<file path="src/rtl/host_if_slave.sv">
// host_if_slave
//   Device-side responder for an 8080-style host bus. The asynchronous
//   strobes are synchronised into clk. Write bytes are captured and handed
//   on as one-cycle command/data strobes. Reads are served from the status
//   byte (a0=0) or from prefetched display data (a0=1).
//
// Ports
//   clk      in   system clock
//   rst_x    in   async reset, active low
//   cs_x     in   host chip select, low active (async)
//   a0       in   write: 1=command 0=data; read: 1=data 0=status
//   rd_x     in   host read strobe, low active (async)
//   wr_x     in   host write strobe, low active (async)
//   dat_i    in   [7:0] pad input data
//   dat_o    out  [7:0] pad output data
//   dat_oe   out  pad output enable, 1=drive
//   cmd_we   out  1-cycle pulse, wdata is a command byte
//   dat_we   out  1-cycle pulse, wdata is a parameter/data byte
//   wdata    out  [7:0] captured write byte, held until next capture
//   status   in   [7:0] status byte for a0=0 reads
//   rdata    in   [7:0] prefetched data for a0=1 reads
//   rd_ack   out  1-cycle pulse at end of an a0=1 read (advance prefetch)
//   bus_err  out  1-cycle pulse on protocol violation
//
// state   | meaning
// --------+----------------------------------------------------------
// IDLE    | no strobe active, waiting for rd/wr
// WR_LOW  | write strobe low, timing the capture delay
// WR_HOLD | byte captured, waiting for the write strobe to rise
// RD_DRV  | read strobe low, driving status or read data onto the pads
// ERR     | protocol violation, waiting for both strobes to go high

module host_if_slave #(
   parameter int SYNC_STG = 2,
   parameter int CAP_DLY  = 2
) (
   input  logic       clk,
   input  logic       rst_x,
   input  logic       cs_x,
   input  logic       a0,
   input  logic       rd_x,
   input  logic       wr_x,
   input  logic [7:0] dat_i,
   output logic [7:0] dat_o,
   output logic       dat_oe,
   output logic       cmd_we,
   output logic       dat_we,
   output logic [7:0] wdata,
   input  logic [7:0] status,
   input  logic [7:0] rdata,
   output logic       rd_ack,
   output logic       bus_err
);

   localparam int CW = (CAP_DLY < 2) ? 1 : $clog2(CAP_DLY);

   typedef enum logic [2:0] {
      IDLE    = 3'd0,
      WR_LOW  = 3'd1,
      WR_HOLD = 3'd2,
      RD_DRV  = 3'd3,
      ERR     = 3'd4
   } state_t;

   state_t                state_q, state_d;
   logic [SYNC_STG-1:0]   cs_sync_q, cs_sync_d;
   logic [SYNC_STG-1:0]   rd_sync_q, rd_sync_d;
   logic [SYNC_STG-1:0]   wr_sync_q, wr_sync_d;
   logic [CW-1:0]         lowcnt_q, lowcnt_d;
   logic [7:0]            wdata_q, wdata_d;
   logic                  a0_cap_q, a0_cap_d;
   logic [7:0]            dat_o_q, dat_o_d;
   logic                  dat_oe_q, dat_oe_d;
   logic                  cmd_we_q, cmd_we_d;
   logic                  dat_we_q, dat_we_d;
   logic                  rd_ack_q, rd_ack_d;
   logic                  bus_err_q, bus_err_d;

   logic cs_s, rd_s, wr_s;
   logic rd_act, wr_act;
   logic [7:0] rd_mux;

   always_comb begin
      cs_sync_d = {cs_sync_q[SYNC_STG-2:0], cs_x};
      rd_sync_d = {rd_sync_q[SYNC_STG-2:0], rd_x};
      wr_sync_d = {wr_sync_q[SYNC_STG-2:0], wr_x};
   end

   assign cs_s   = cs_sync_q[SYNC_STG-1];
   assign rd_s   = rd_sync_q[SYNC_STG-1];
   assign wr_s   = wr_sync_q[SYNC_STG-1];
   assign rd_act = ~rd_s & ~cs_s;
   assign wr_act = ~wr_s & ~cs_s;
   // a0 is sampled straight from the pad; the host holds it stable while a strobe is low
   assign rd_mux = a0 ? rdata : status;

   always_comb begin
      state_d   = state_q;
      lowcnt_d  = lowcnt_q;
      wdata_d   = wdata_q;
      a0_cap_d  = a0_cap_q;
      dat_o_d   = 8'h00;
      dat_oe_d  = 1'b0;
      cmd_we_d  = 1'b0;
      dat_we_d  = 1'b0;
      rd_ack_d  = 1'b0;
      bus_err_d = 1'b0;

      case (state_q)
         IDLE: begin
            if (wr_act && rd_act) begin
               state_d   = ERR;
               bus_err_d = 1'b1;
            end else if (wr_act) begin
               // the IDLE cycle already counts as one low clock
               state_d  = WR_LOW;
               lowcnt_d = CW'(CAP_DLY - 1);
            end else if (rd_act) begin
               state_d  = RD_DRV;
               dat_oe_d = 1'b1;
               dat_o_d  = rd_mux;
            end
         end

         WR_LOW: begin
            if (cs_s) begin
               state_d   = IDLE;
               bus_err_d = 1'b1;
            end else if (wr_act && rd_act) begin
               state_d   = ERR;
               bus_err_d = 1'b1;
            end else if (!wr_act) begin
               state_d   = IDLE;
               bus_err_d = 1'b1;
            end else if (lowcnt_q == '0) begin
               state_d  = WR_HOLD;
               wdata_d  = dat_i;
               a0_cap_d = a0;
            end else begin
               lowcnt_d = lowcnt_q - 1'b1;
            end
         end

         WR_HOLD: begin
            if (cs_s) begin
               state_d   = IDLE;
               bus_err_d = 1'b1;
            end else if (wr_act && rd_act) begin
               state_d   = ERR;
               bus_err_d = 1'b1;
            end else if (!wr_act) begin
               state_d  = IDLE;
               cmd_we_d = a0_cap_q;
               dat_we_d = ~a0_cap_q;
            end
         end

         RD_DRV: begin
            if (cs_s) begin
               state_d   = IDLE;
               bus_err_d = 1'b1;
            end else if (wr_act && rd_act) begin
               state_d   = ERR;
               bus_err_d = 1'b1;
            end else if (!rd_act) begin
               state_d  = IDLE;
               rd_ack_d = a0;
            end else begin
               dat_oe_d = 1'b1;
               dat_o_d  = rd_mux;
            end
         end

         ERR: begin
            if (!rd_act && !wr_act) begin
               state_d = IDLE;
            end
         end

         default: begin
            state_d = IDLE;
         end
      endcase
   end

   always_ff @(posedge clk or negedge rst_x) begin
      if (!rst_x) begin
         state_q   <= IDLE;
         cs_sync_q <= '1;
         rd_sync_q <= '1;
         wr_sync_q <= '1;
         lowcnt_q  <= '0;
         wdata_q   <= 8'h00;
         a0_cap_q  <= 1'b0;
         dat_o_q   <= 8'h00;
         dat_oe_q  <= 1'b0;
         cmd_we_q  <= 1'b0;
         dat_we_q  <= 1'b0;
         rd_ack_q  <= 1'b0;
         bus_err_q <= 1'b0;
      end else begin
         state_q   <= state_d;
         cs_sync_q <= cs_sync_d;
         rd_sync_q <= rd_sync_d;
         wr_sync_q <= wr_sync_d;
         lowcnt_q  <= lowcnt_d;
         wdata_q   <= wdata_d;
         a0_cap_q  <= a0_cap_d;
         dat_o_q   <= dat_o_d;
         dat_oe_q  <= dat_oe_d;
         cmd_we_q  <= cmd_we_d;
         dat_we_q  <= dat_we_d;
         rd_ack_q  <= rd_ack_d;
         bus_err_q <= bus_err_d;
      end
   end

   assign dat_o   = dat_o_q;
   assign dat_oe  = dat_oe_q;
   assign cmd_we  = cmd_we_q;
   assign dat_we  = dat_we_q;
   assign wdata   = wdata_q;
   assign rd_ack  = rd_ack_q;
   assign bus_err = bus_err_q;

endmodule

</file>
<file path="config.mk">
export PLATFORM = sky130hd
export DESIGN_NAME = host_if_slave
export DESIGN_NICKNAME = d
export VERILOG_FILES = /design/src/rtl/host_if_slave.sv
export SDC_FILE = /design/constraint.sdc
export NUM_CORES = 1
export LEC_CHECK = 0
export BUFFER_PORTS_ARGS = -buffer_cell sky130_fd_sc_hd__buf_2
export CAP_MARGIN = 5
export CORE_ASPECT_RATIO = 1.25
export CORE_MARGIN = 2
export CORE_UTILIZATION = 25
export DETAILED_ROUTE_END_ITERATION = 7
export PLACE_DENSITY_LB_ADDON = 0.08
export SYNTH_ARGS = -nofsm -noshare
export SYNTH_HDL_FRONTEND = slang
export SYNTH_SLANG_ARGS = --single-unit
</file>
<file path="constraint.sdc">
create_clock -name clk -period 1.4 [get_ports clk]
set_input_delay 0.28 -clock clk [delete_from_list [all_inputs] [get_ports clk]]
set_output_delay 0.28 -clock clk [all_outputs]
set_load 0.005 [all_outputs]
</file>
==> results.md <==
* Status: complete, but fails checks
* Failing checks: negative setup slack
* RSZ-0062 raised after global routing: true
* Post-synth EDFFs at 0
* LEAKAGE at 0.888 nW
* Crit path required time at 1.56 ns
* Highest Clock Rate at 709 MHz
* Area share of the largest cell type after synthesis at 51.3%
* Dpl cells at 211
* Final setup violation count at 9
* Setup Skew at 0.00357 ns
* Area occupied by multi-input gates at 440 um^2
* I/O pins at 51
* # H-tree levels at 2
* Dominant cell by count in the synthesized netlist: dfrtp_1
* Global route overflow at 0
* Register area share after synthesis at 63.7%
* TritonCTS Buffers at 5
* Clk_lat worst skew at 0.28 ns
* Mean Syn Cell Area at 13.2 um^2
* Cell Pwr Density at 1210 nW/um^2
* Via count at 946
* Hold Slack at 0.0914 ns
* Routed vias/inst at 4.28
* Slew HR at 73.2%
* First-pass GRT wire length at 4.48 mm
* Core Util, Final at 35.4%
* Synthesized area at 1270 um^2
* Clk root buf: clkbuf_8
* Hold Fails Final Rpt at 0
* Worst setup margin at -0.0100 ns
* Fin crit share at 101%
* Sequential cell area at 808 um^2
* Max-Cap Viols at 0
* Nets at 188
* Startpoint types: flip-flop
* Post-route cell area at 1760 um^2
* Max FO, Critical Path at 9
* Layout cell share with drive strength beyond 1 at 51.6%
* Ys Warns at 0
* Die Wd at 67.7 um
* VDD IR max at 390 uV
* Ys async rst share at 100%
* Pre-Repair DR Iteration Count at 4
* Yosys top cell by area: dfrtp_1
* Top cells by area, synth: dfrtp_1, dfstp_2, mux2_2
* Cells after synthesis at 96
* Placed cell area at 1650 um^2
* Critical Setup Path Class: flip-flop to flip-flop
* Largest net degree at the start of global routing at 18
* Remaining DRCs at 0
* Number of non-filler instances in the completed layout at 221
* Hold Path Class: primary input to flip-flop
* Fill cells at 517
* Nature of the critical path endpoint: flip-flop
* Clk sinks at 32
* Count of state elements after synthesis at 32
* Routed WL per cell at 12.1 um
* Rows at 29
* Clock buffer depth at 2
* Worst slew pin tran at 0.402 ns
* Final HPWL DP at 2.03 mm
* Initial DRC Count at 8
* Netlist cell types at 26
* Die height at 83.6 um
* Layout overhead on the synthesized area at 38.8%
* CORE AREA at 4970 um^2
* Die area at 5660 um^2
* Vias in the first global route at 944
* I/O Buffers at 50
* Final ANT Viol Nets at 0
* Post-Syn Nets at 126
* Fin crit period at 1.41 ns
* Total Routing Usage GR at 10.7%
* Final Routed Wirelength at 2.68 mm
* Worst-path clk slew at 0.07 ns
* Placer Congestion at 0.722
* Overall Power at 2.13 mW
* Inserted Diodes at 0
* Synth Flop Type: dfrtp_1
* Fin. max-slew vios at 0
* Antenna violations before repair at 0
* Synth top cells by count: dfrtp_1, nor2_1, mux2_2, mux2i_1, dfstp_2
* Initial core utilization at 25.5%
* TritonCTS clock tree: built
* Worst EP arrival at 1.57 ns
==> final timing paths <==
| check | to | depth (start not counted) | slack [ns] | from |
|---|---|---|---|---|
| min | cs_sync_q[0] | 1 | 0.09 | cs_x |
| min in group asynchronous | dat_o[2] | 2 | 0.46 | rst_x |
| min reg2reg | wr_sync_q[1] | 0 | 0.36 | wr_sync_q[0] |
| max in group asynchronous | dat_oe | 3 | 0.52 | rst_x |
| max | wdata[0] | 3 | -0.01 | rd_sync_q[1] |
| max reg2reg | wdata[0] | 3 | -0.01 | rd_sync_q[1] |
==> cell type report <==
cell class	count	area share (%)
Clock buffer	6	4.12
Multi-Input combinational cell	58	25.0
Tap cell	62	4.41
Clock inverter	2	0.711
Inverter	3	0.640
Sequential cell	32	45.9
Timing Repair Buffer	58	19.2
==> routing by layer <==
layer	part of all wire (%)	wire length, um	GRT usage (%)
met1	40	1080	12.7
met2	49	1310	16.5
met3	9.0	241	4.45
met4	2.3	61	5.01
met5	0	0	0
==> cells by family (layout without fill, tap and decap cells) <==
kind of cell / after synthesis / in the layout / share of synthesized area (%)
xor+xnor: 1 / 1 / 0.690
flops: 32 / 32 / 63.7
simple gates: 31 / 31 / 14.7
mux: 18 / 18 / 15.1
compound gates: 8 / 8 / 3.85
buf+inv: 6 / 69 / 1.97
==> cells in the final DEF, fill, tap and decap left out, types with 2 or more instances in the layout <==
cell type  Yosys  routed
buf_2          2      50
dfrtp_1       26      26
nor2_1        11      11
mux2i_1        9       9
mux2_2         9       9
dfstp_2        6       6
clkbuf_8       0       5
buf_4          0       5
nand2_1        4       4
inv_1          3       3
and2b_1        2       2
a21oi_1        2       2
nor3_1         2       2
nor4_1         2       2
a31oi_1        2       2
a211oi_1       2       2
nand3b_1       2       2
buf_12         0       2
==> critical path, stage by stage (launching register included) <==
cell and delay [ns]:
dfstp_2 0.54, nor4b_4 0.26, nand3_4 0.19, mux2_2 0.31
==> power by group <==
group	switching [mW]	leakage, nW	internal, mW
clock	0.332	0.0412	0.347
combinational	0.152	0.449	0.198
sequential	0.0666	0.397	1.04
total	0.550	0.888	1.58
==> what timing repair did <==
item	4_1_cts	5_1_grt
hold endpoints to repair	9	0
gates resized for setup	0	1
setup endpoints to repair	9	18
buffers inserted	0	1
hold buffers	1	0
==> registers in the layout, indices dropped and copies added, names as in the netlist <==
signal,count
a0_cap_q,1
lowcnt_q,1
dat_o,8
bus_err,1
rd_sync_q,2
wdata,8
rd_ack,1
dat_we,1
cmd_we,1
dat_oe,1
wr_sync_q,2
cs_sync_q,2
state_q,3
==> per-stage QoR <==
stage / setup slack (ns) / setup TNS (ns)
global placement: 0.0266 / 0
CTS: -0.0251 / -0.147
detailed placement: -0.0206 / -0.122
floorplan: 0.0168 / 0
finish: -0.0100 / -0.0579
global route: -0.0997 / -0.800
No activity file was read; power rests on OpenSTA's default activity.
